--- src/rtl/fetch_queue_pkg.sv ---
// Shared fetch-side constants and the {pc, instruction} entry carried by the prefetch FIFO.
package fetch_queue_pkg;

  localparam logic [31:0] PC_STEP          = 32'd4;
  localparam logic [31:0] RESET_PC_DEFAULT = 32'h0000_0000;
  localparam logic [31:0] NOP              = 32'h0000_0000;

  typedef struct packed {
    logic [31:0] pc;
    logic [31:0] inst;
  } fetch_entry_t;

  // Fetch addresses are always word-aligned; low bits of a target are dropped.
  function automatic logic [31:0] align_pc(input logic [31:0] pc);
    return {pc[31:2], 2'b00};
  endfunction

endpackage

--- src/rtl/fetch_fifo.sv ---
// Synchronous prefetch FIFO of {pc, instruction} entries with flush; full/empty come from count.
module fetch_fifo
  import fetch_queue_pkg::*;
#(
  parameter  int DEPTH = 4,
  localparam int PW    = $clog2(DEPTH),
  localparam int CW    = $clog2(DEPTH + 1)
) (
  input  logic          clk,
  input  logic          reset,
  input  logic          push,
  input  logic          pop,
  input  logic          flush,
  input  fetch_entry_t  wdata,
  output fetch_entry_t  head,
  output logic [CW-1:0] count
);

  fetch_entry_t  mem [DEPTH];
  logic [PW-1:0] rptr;
  logic [PW-1:0] wptr;

  always_ff @(posedge clk) begin
    if (reset || flush) begin
      rptr  <= '0;
      wptr  <= '0;
      count <= '0;
    end else begin
      if (push) wptr <= wptr + 1'b1;
      if (pop)  rptr <= rptr + 1'b1;
      case ({push, pop})
        2'b10:   count <= count + 1'b1;
        2'b01:   count <= count - 1'b1;
        default: count <= count;
      endcase
    end
  end

  // Storage carries no reset; validity is tracked entirely by count.
  always_ff @(posedge clk) begin
    if (push) mem[wptr] <= wdata;
  end

  assign head = mem[rptr];

endmodule

--- src/rtl/fetch_queue.sv ---
// Instruction-fetch sequencer: owns fetch_pc, fills the prefetch FIFO, flushes on redirect.
module fetch_queue
  import fetch_queue_pkg::*;
#(
  parameter  int          DEPTH    = 4,
  parameter  logic [31:0] RESET_PC = RESET_PC_DEFAULT,
  localparam int          CW       = $clog2(DEPTH + 1)
) (
  input  logic          clk,
  input  logic          reset,
  input  logic          fetch_en,
  output logic [31:0]   imem_pc,
  input  logic [31:0]   imem_instruction,
  input  logic          redirect,
  input  logic [31:0]   redirect_pc,
  output logic          out_valid,
  input  logic          out_ready,
  output logic [31:0]   out_pc,
  output logic [31:0]   out_inst,
  output logic [CW-1:0] count
);

  localparam logic [CW-1:0] FULL = CW'(DEPTH);

  logic         push;
  logic         pop;
  logic [31:0]  fetch_pc;
  fetch_entry_t wdata;
  fetch_entry_t head;

  assign out_valid = (count != '0);
  assign pop       = out_valid & out_ready;
  // A full queue still accepts a push when the head leaves this cycle.
  assign push      = fetch_en & ~redirect & ((count < FULL) | pop);

  always_ff @(posedge clk) begin
    if (reset)         fetch_pc <= RESET_PC;
    else if (redirect) fetch_pc <= align_pc(redirect_pc);
    else if (push)     fetch_pc <= fetch_pc + PC_STEP;
  end

  assign imem_pc    = fetch_pc;
  assign wdata.pc   = fetch_pc;
  assign wdata.inst = imem_instruction;

  fetch_fifo #(.DEPTH(DEPTH)) u_fifo (
    .clk   (clk),
    .reset (reset),
    .push  (push),
    .pop   (pop),
    .flush (redirect),
    .wdata (wdata),
    .head  (head),
    .count (count)
  );

  assign out_pc   = out_valid ? head.pc   : 32'h0;
  assign out_inst = out_valid ? head.inst : NOP;

endmodule

--- config.mk ---
export PLATFORM = sky130hd
export DESIGN_NAME = fetch_queue
export DESIGN_NICKNAME = d
export VERILOG_FILES = /design/src/rtl/fetch_queue_pkg.sv /design/src/rtl/fetch_fifo.sv /design/src/rtl/fetch_queue.sv
export SDC_FILE = /design/constraint.sdc
export NUM_CORES = 1
export LEC_CHECK = 0
export CAP_MARGIN = 20
export CORE_ASPECT_RATIO = 0.6
export CORE_UTILIZATION = 49
export DETAILED_ROUTE_END_ITERATION = 8
export GPL_ROUTABILITY_DRIVEN = 0
export PLACE_DENSITY = 0.76
export SLEW_MARGIN = 20
export SYNTH_ARGS = -nofsm -noshare
export SYNTH_HDL_FRONTEND = slang
export SYNTH_SLANG_ARGS = --single-unit
--- constraint.sdc ---
create_clock -name clk -period 3.64 [get_ports clk]
set_input_delay 0.91 -clock clk [delete_from_list [all_inputs] [get_ports clk]]
set_output_delay 0.91 -clock clk [all_outputs]
set_load 0.03 [all_outputs]
==> results of run 1 <==
## registers in the layout (all words and copies together), names as in the netlist, named ones only
signal,count
u_fifo.mem,248
imem_pc,30
u_fifo.count,3
u_fifo.rptr,2
u_fifo.wptr,2
## report_power, final
| group | leakage, nW | switching (W) | internal, W | total (W) |
|---|---|---|---|---|
| Sequential | 2.60 | 0.0000724 | 0.00365 | 0.00372 |
| Combinational | 1.71 | 0.000279 | 0.000247 | 0.000526 |
| Clock | 0.446 | 0.00115 | 0.00169 | 0.00285 |
## cell type report
| type | count | area [um^2] |
|---|---|---|
| Antenna cell | 1 | 2.502 |
| Clock buffer | 45 | 867.1 |
| Clock inverter | 4 | 48.80 |
| Fill cell | 1577 | 8503 |
| Inverter | 19 | 71.32 |
| Multi-Input combinational cell | 316 | 3177 |
| Sequential cell | 287 | 8235 |
| Tap cell | 315 | 394.1 |
| Timing Repair Buffer | 181 | 1889 |
## how the worst max path moves through the flow
stage | startpoint | to | depth (start not counted)
after floorplan | redirect | u_fifo.mem[0][0] | 4
after global placement | u_fifo.count[0] | out_pc[28] | 4
after detailed placement | u_fifo.count[0] | out_pc[28] | 4
after CTS | register | out_pc[27] | 4
after global routing | u_fifo.count[2] | out_pc[26] | 4
final | u_fifo.count[2] | out_pc[26] | 4
## layout by cell type (no fill, tap or decap), types with 8 or more instances in the layout
cell,Yosys,routed
nand3_1,9,9
clkbuf_16,0,30
buf_12,0,10
a21oi_1,8,8
mux4_2,62,62
xnor2_1,22,22
clkbuf_1,24,9
and2_1,66,66
nand2_1,13,13
buf_4,5,9
edfxtp_1,248,248
a211oi_1,18,18
inv_1,19,19
nor4_2,8,8
clkdlybuf4s50_1,0,162
dfxtp_1,39,37
nor2_1,36,36
## cell families (layout without fill, tap and decap cells)
logic type | after synthesis | count (layout) | share of synthesized area (%)
buffers and inverters | 57 | 249 | 2.133
flip-flops | 287 | 287 | 70.83
other | 1 | 5 | 0.03228
multiplexers | 65 | 65 | 12.28
AND/OR/NAND/NOR | 170 | 170 | 9.253
XOR/XNOR | 28 | 28 | 2.111
AO/OA/AOI/OAI | 42 | 42 | 2.542
adder cells (fa/ha/maj) | 7 | 7 | 0.8186
## metrics by stage
step	instances	instance area, um^2	power, W
final	1168	14690	0.007096
after global placement	1117	13760	0.004299
after detailed placement	1117	13760	0.004321
after global routing	1167	14680	0.007330
after floorplan	660	11630	0.004050
after CTS	1166	14680	0.007154
## repair_timing
| action | 4_1_cts | 5_1_grt |
|---|---|---|
| hold endpoints to repair | 0 | 0 |
| gates resized for setup | 1 | 0 |
| setup endpoints to repair | 40 | 1 |
| pin swaps | 0 | 0 |
| setup buffers | 0 | 1 |
## worst min-delay path, cell delays in order (launching register included)
cell and delay, ns:
dfxtp_1 0.32, xor2_1 0.06, nor2_1 0.11
## routing by layer
| metal | vias up | part of all wire, % | GRT usage, % |
|---|---|---|---|
| met3 | 25 | 6.6 | 4.780 |
| li1 | 2892 | - | - |
| met1 | 3324 | 47 | 29.90 |
| met2 | 209 | 45 | 32.25 |
| met5 | - | 0 | 0 |
| met4 | 0 | 1.3 | 3.960 |
==> flow_summary.yaml, run 1 <==
grt:
  grt.overflow.total: 0
  grt_max_degree: 54
  gr-usage-all-layers_pct: 20.62
  antenna_found_initial: 0
  grt_pass1_vias: 6724
  grt_pass1_wl_mm: 38.27
worst_setup_path:
  critPathCaptureType: "output port"
  path_buf_inv: 2
  reg2regPathDepth: 8
  worstPathCellList: "or3_4, buf_4, and2_1, clkdlybuf4s50_1"
  timing.rr.start: "u_fifo.count[2]"
  cpPeakStageDelay_ns: 0.69
  slowest_stage: "clkdlybuf4s50_1"
  cp_data_arrival_time_ns: 2.56
  r2r_end: "u_fifo.count[2]"
  r2r_slack_ns: 1.22
  start_kind: "register"
  cpLargestDelayFamily: "buffers and inverters"
  crit_fanout: 27
  critPathKind: "register to output port"
  worstPathRequired_ns: 2.73
timing:
  slew_viol_final: 0
  slew_headroom_pct: 64.14
  fin_crit_ns: 3.468
  hold_viol: 0
  layout_setup_ws_ns: 0.1724
  fin_crit_sh_pct: 95.26
  fin_skew_ns: 0.01533
  tns_ns: 0
  tightestPinTransition_ns: 0.5379
  whs_ns: 0.5388
  setup_viol: 0
  grt_setup_unrepaired: "false"
  fmax_mhz: 288.4
cts:
  cts_buffer_depth: 3
  numCtsBuffers: 27
  clock_tree.root_cell: "clkbuf_16"
  path_clk_slew_ns: 0.06
  hold_buffers: 0
  clock_latency_ns: 0.53
  cts_max_level: 1
  cts_tree: "yes"
  cts_sinks: 287
hold_path:
  worstHoldPathType: "register to register"
  hold_end: "u_fifo.rptr[1]"
  hp-start: "u_fifo.rptr[1]"
  hold_path_depth: 2
power:
  p_leak_nw: 4.761
  powerDensity_nw_per_um2: 483.2
  ir_drop_v: 0.0004358
floorplan:
  fp.dieH_um: 121.3
  row_count: 43
  io_pins: 169
  dieWidth_um: 200.8
  start_util_pct: 50.09
  die-area_um2: 24350
  coreArea_um2: 23190
route:
  via_per_inst: 5.522
  vias: 6450
  drtAntennaViolNets: 0
  wl_per_cell_um: 21.20
  remaining_drc_errors: 0
  drtIter0Drc: 423
  first_pass_iters: 5
  drt-total-wl_mm: 24.77
final_layout:
  utilization_pct: 63.33
  final_nets: 908
  drive_gt1_share_pct: 17.49
  area_growth_pct: 26.42
place:
  post-place-ws_ns: 0.4651
  portBuffers: 162
  dp_hpwl_mm: 15.95
logic_synthesis:
  yosys_warnings: 0
  synth_common_cells: "248 x edfxtp_1, 66 x and2_1, 62 x mux4_2"
  synthCells: 657
  ys_ff_latch: 287
  synth_cell_type_count: 43
  synth_ff_type: "edfxtp_1"
  async_flop_share_pct: 0
  syn_area_um2: 11620
  synth.top_cell.area_share_pct: 64.11
  synth_edf_count: 248
  seq_area_frac_synth_pct: 70.83
  synth_largest_area_cell: "edfxtp_1"
  yosysMostFrequentCell: "edfxtp_1"
  synth.area.top_cells: "edfxtp_1 64%, mux4_2 12%, dfxtp_1 6.7%"
  avgSynthCellArea_um2: 17.68
flow_run:
  cap_violations: 0
outcome:
  status: "finished, final reports clean"
(Power assumes the default switching activity.)
==> run 2, diff against run 1 <==
--- a/config.mk
+++ b/config.mk
@@ -5,6 +5,7 @@
 export SDC_FILE = /design/constraint.sdc
 export NUM_CORES = 1
 export LEC_CHECK = 0
+export ABC_CLOCK_PERIOD_IN_PS = 3640
 export CAP_MARGIN = 20
 export CORE_ASPECT_RATIO = 0.6
 export CORE_UTILIZATION = 49
==> results of run 2 <==
The final DEF is identical to that of run 1; final timing and power are the same.
==> run 3, diff against run 2 <==
--- a/config.mk
+++ b/config.mk
@@ -12,7 +12,9 @@
 export DETAILED_ROUTE_END_ITERATION = 8
 export GPL_ROUTABILITY_DRIVEN = 0
 export PLACE_DENSITY = 0.76
+export REMOVE_ABC_BUFFERS = 1
 export SLEW_MARGIN = 20
 export SYNTH_ARGS = -nofsm -noshare
 export SYNTH_HDL_FRONTEND = slang
+export SYNTH_HIERARCHICAL = 1
 export SYNTH_SLANG_ARGS = --single-unit
==> run 3 against run 2 <==
Sequential share of layout area increased by 0.94 points. Final cell count increased by 1.5%. Register-to-register slack got worse by 0.22 ns. Critical path depth unchanged. Critical endpoint is now out_pc[12]. Largest cell class unchanged.
==> flow_summary.yaml, run 3 <==
timing:
  fmax_mhz: 287.5
  hold_viol: 0
  whs_ns: 0.5323
  grt_setup_unrepaired: "false"
  fin_crit_sh_pct: 95.57
  slew_headroom_pct: 55.07
  fin_crit_ns: 3.479
  slew_viol_final: 0
  setup_viol: 0
  fin_skew_ns: 0.007602
  tightestPinTransition_ns: 0.6720
route:
  drtAntennaViolNets: 0
  remaining_drc_errors: 0
  wl_per_cell_um: 20.39
  vias: 6471
  first_pass_iters: 6
  via_per_inst: 5.456
  drt-total-wl_mm: 24.19
  drtIter0Drc: 419
floorplan:
  die-area_um2: 24940
  coreArea_um2: 23460
  start_util_pct: 50.75
  dieWidth_um: 203.2
  row_count: 43
  fp.dieH_um: 122.7
  io_pins: 169
cts:
  path_clk_slew_ns: 0.06
  cts_max_level: 1
  cts_tree: "yes"
  clock_tree.root_cell: "clkbuf_16"
  cts_setup_buffers: 0
  cts_sinks: 295
  cts_buffer_depth: 3
  clock_latency_ns: 0.52
  numCtsBuffers: 27
  hold_buffers: 0
  cts_resized: 0
hold_path:
  hold_end: "u_fifo/count[2]"
  hold_path_depth: 2
  hp-start: "u_fifo/count[2]"
  worstHoldPathType: "register to register"
place:
  dp_cells: 1135
  dpl_cell_area_um2: 14010
  dp_hpwl_mm: 15.19
  portBuffers: 164
worst_setup_path:
  worstPathRequired_ns: 2.73
  critPathKind: "register to output port"
  r2r_slack_ns: 1.00
  cp_data_arrival_time_ns: 2.57
  timing.rr.start: "u_fifo/count[1]"
  critPathCaptureType: "output port"
  crit_fanout: 38
  reg2regPathDepth: 8
  r2r_end: "u_fifo/count[2]"
  start_kind: "register"
grt:
  grt_max_degree: 67
  grt_pass1_wl_mm: 37.33
  gr-usage-all-layers_pct: 19.85
  grt.overflow.total: 0
  grt_pass1_vias: 6535
  antenna_found_initial: 1
logic_synthesis:
  synth.top_cell.area_share_pct: 64.57
  synth_cell_type_count: 43
  synth.area.top_cells: "edfxtp_1 65%, mux4_2 11%, dfxtp_1 6.6%"
  synth_edf_count: 256
  avgSynthCellArea_um2: 17.90
  yosys_warnings: 6
  synth_common_cells: "256 x edfxtp_1, 71 x and2_1, 60 x mux4_2"
  synth_ff_type: "edfxtp_1"
  synthCells: 665
  synth_largest_area_cell: "edfxtp_1"
  ys_ff_latch: 295
  async_flop_share_pct: 0
  syn_area_um2: 11910
  seq_area_frac_synth_pct: 71.13
  yosysMostFrequentCell: "edfxtp_1"
flow_run:
  cap_violations: 0
final_layout:
  drive_gt1_share_pct: 15.30
  area_growth_pct: 24.87
  layout_common_cells: "256 x edfxtp_1, 164 x clkdlybuf4s50_1, 67 x and2_1, 60 x mux4_2, 37 x dfxtp_1"
  utilization_pct: 63.37
  final_nets: 925
  final_common_cell: "edfxtp_1"
  final_area_um2: 14870
  stdcell_count: 1186
  top_register: "u_fifo/mem"
  largest_register_ff_count: 256
  fill_cells: 1734
power:
  powerDensity_nw_per_um2: 474.3
  ir_drop_v: 0.0003837
  p_leak_nw: 4.748
outcome:
  status: "finished, final reports clean"
[run 3: cell types whose count changed in the layout (fill, tap and decap cells not counted), moves of 5 or more]
cell      before  now
inv_1         19    9
clkinv_1       0    8
edfxtp_1     248  256
clkbuf_8       6    0
conb_1         4   10
xnor2_1       22   28
nand2_1       13   18
[run 3: cell type report]
class	instances	area (um^2)	share of cell area, %
diodes	2	5.005	0.03367
clock buffers	35	705.7	4.747
clock inverters	14	142.6	0.9595
inverters	10	37.54	0.2525
multi-input cells	328	3162	21.27
flip-flops and latches	295	8476	57.02
well taps	315	394.1	2.651
repair buffers	187	1943	13.07
[run 3: worst max-delay path: stages, from the launching register on]
cell and delay (ns):
dfxtp_4 0.38, buf_12 0.31, mux4_2 0.60, and2_1 0.16, clkdlybuf4s50_1 0.58
[run 3: worst max-delay path by stage]
stage / from / endpoint / slack [ns] / depth (start not counted)
3_3_place_gp: out_ready / u_fifo/count[2] / 0.54 / 10
5_1_grt: register / out_pc[27] / 0.06 / 4
3_5_place_dp: out_ready / u_fifo/count[2] / 0.47 / 10
4_1_cts: u_fifo/count[0] / out_pc[27] / 0.1 / 4
2_1_floorplan: register / out_pc[24] / -0.88 / 2
6_report: register / out_pc[12] / 0.16 / 4
[run 3: where the power goes]
part | internal [W] | switching, W
logic | 0.000244 | 0.000264
clock network | 0.00158 | 0.00115
registers | 0.00375 | 0.0000685
[run 3: kinds of logic after synthesis]
kind of cell	count (synthesis)	synth area share (%)
adder cells (fa/ha/maj)	7	0.7987
multiplexers	68	12.57
XOR/XNOR	30	2.207
AND/OR/NAND/NOR	175	8.387
other	1	0.03150
AO/OA/AOI/OAI	38	2.186
buffers and inverters	51	2.690
flip-flops	295	71.13
[run 3: through the flow]
stage,total power (W),worst slack (ns),setup TNS (ns)
after CTS,0.007122,0.09554,0
after detailed placement,0.004398,0.4729,0
after global routing,0.007281,0.06124,0
after global placement,0.004388,0.5420,0
final,0.007051,0.1613,0
after floorplan,0.004121,-0.8765,-53.86
[run 3: routing by layer]
layer  track usage [%]  vias to the layer above  routed length (um)
met5                 0                        -                   0
met4             3.712                        0                 335
met3             4.063                       32                2022
met2             29.91                      226               10730
met1             30.23                     3257               11100
li1                  -                     2956                   -
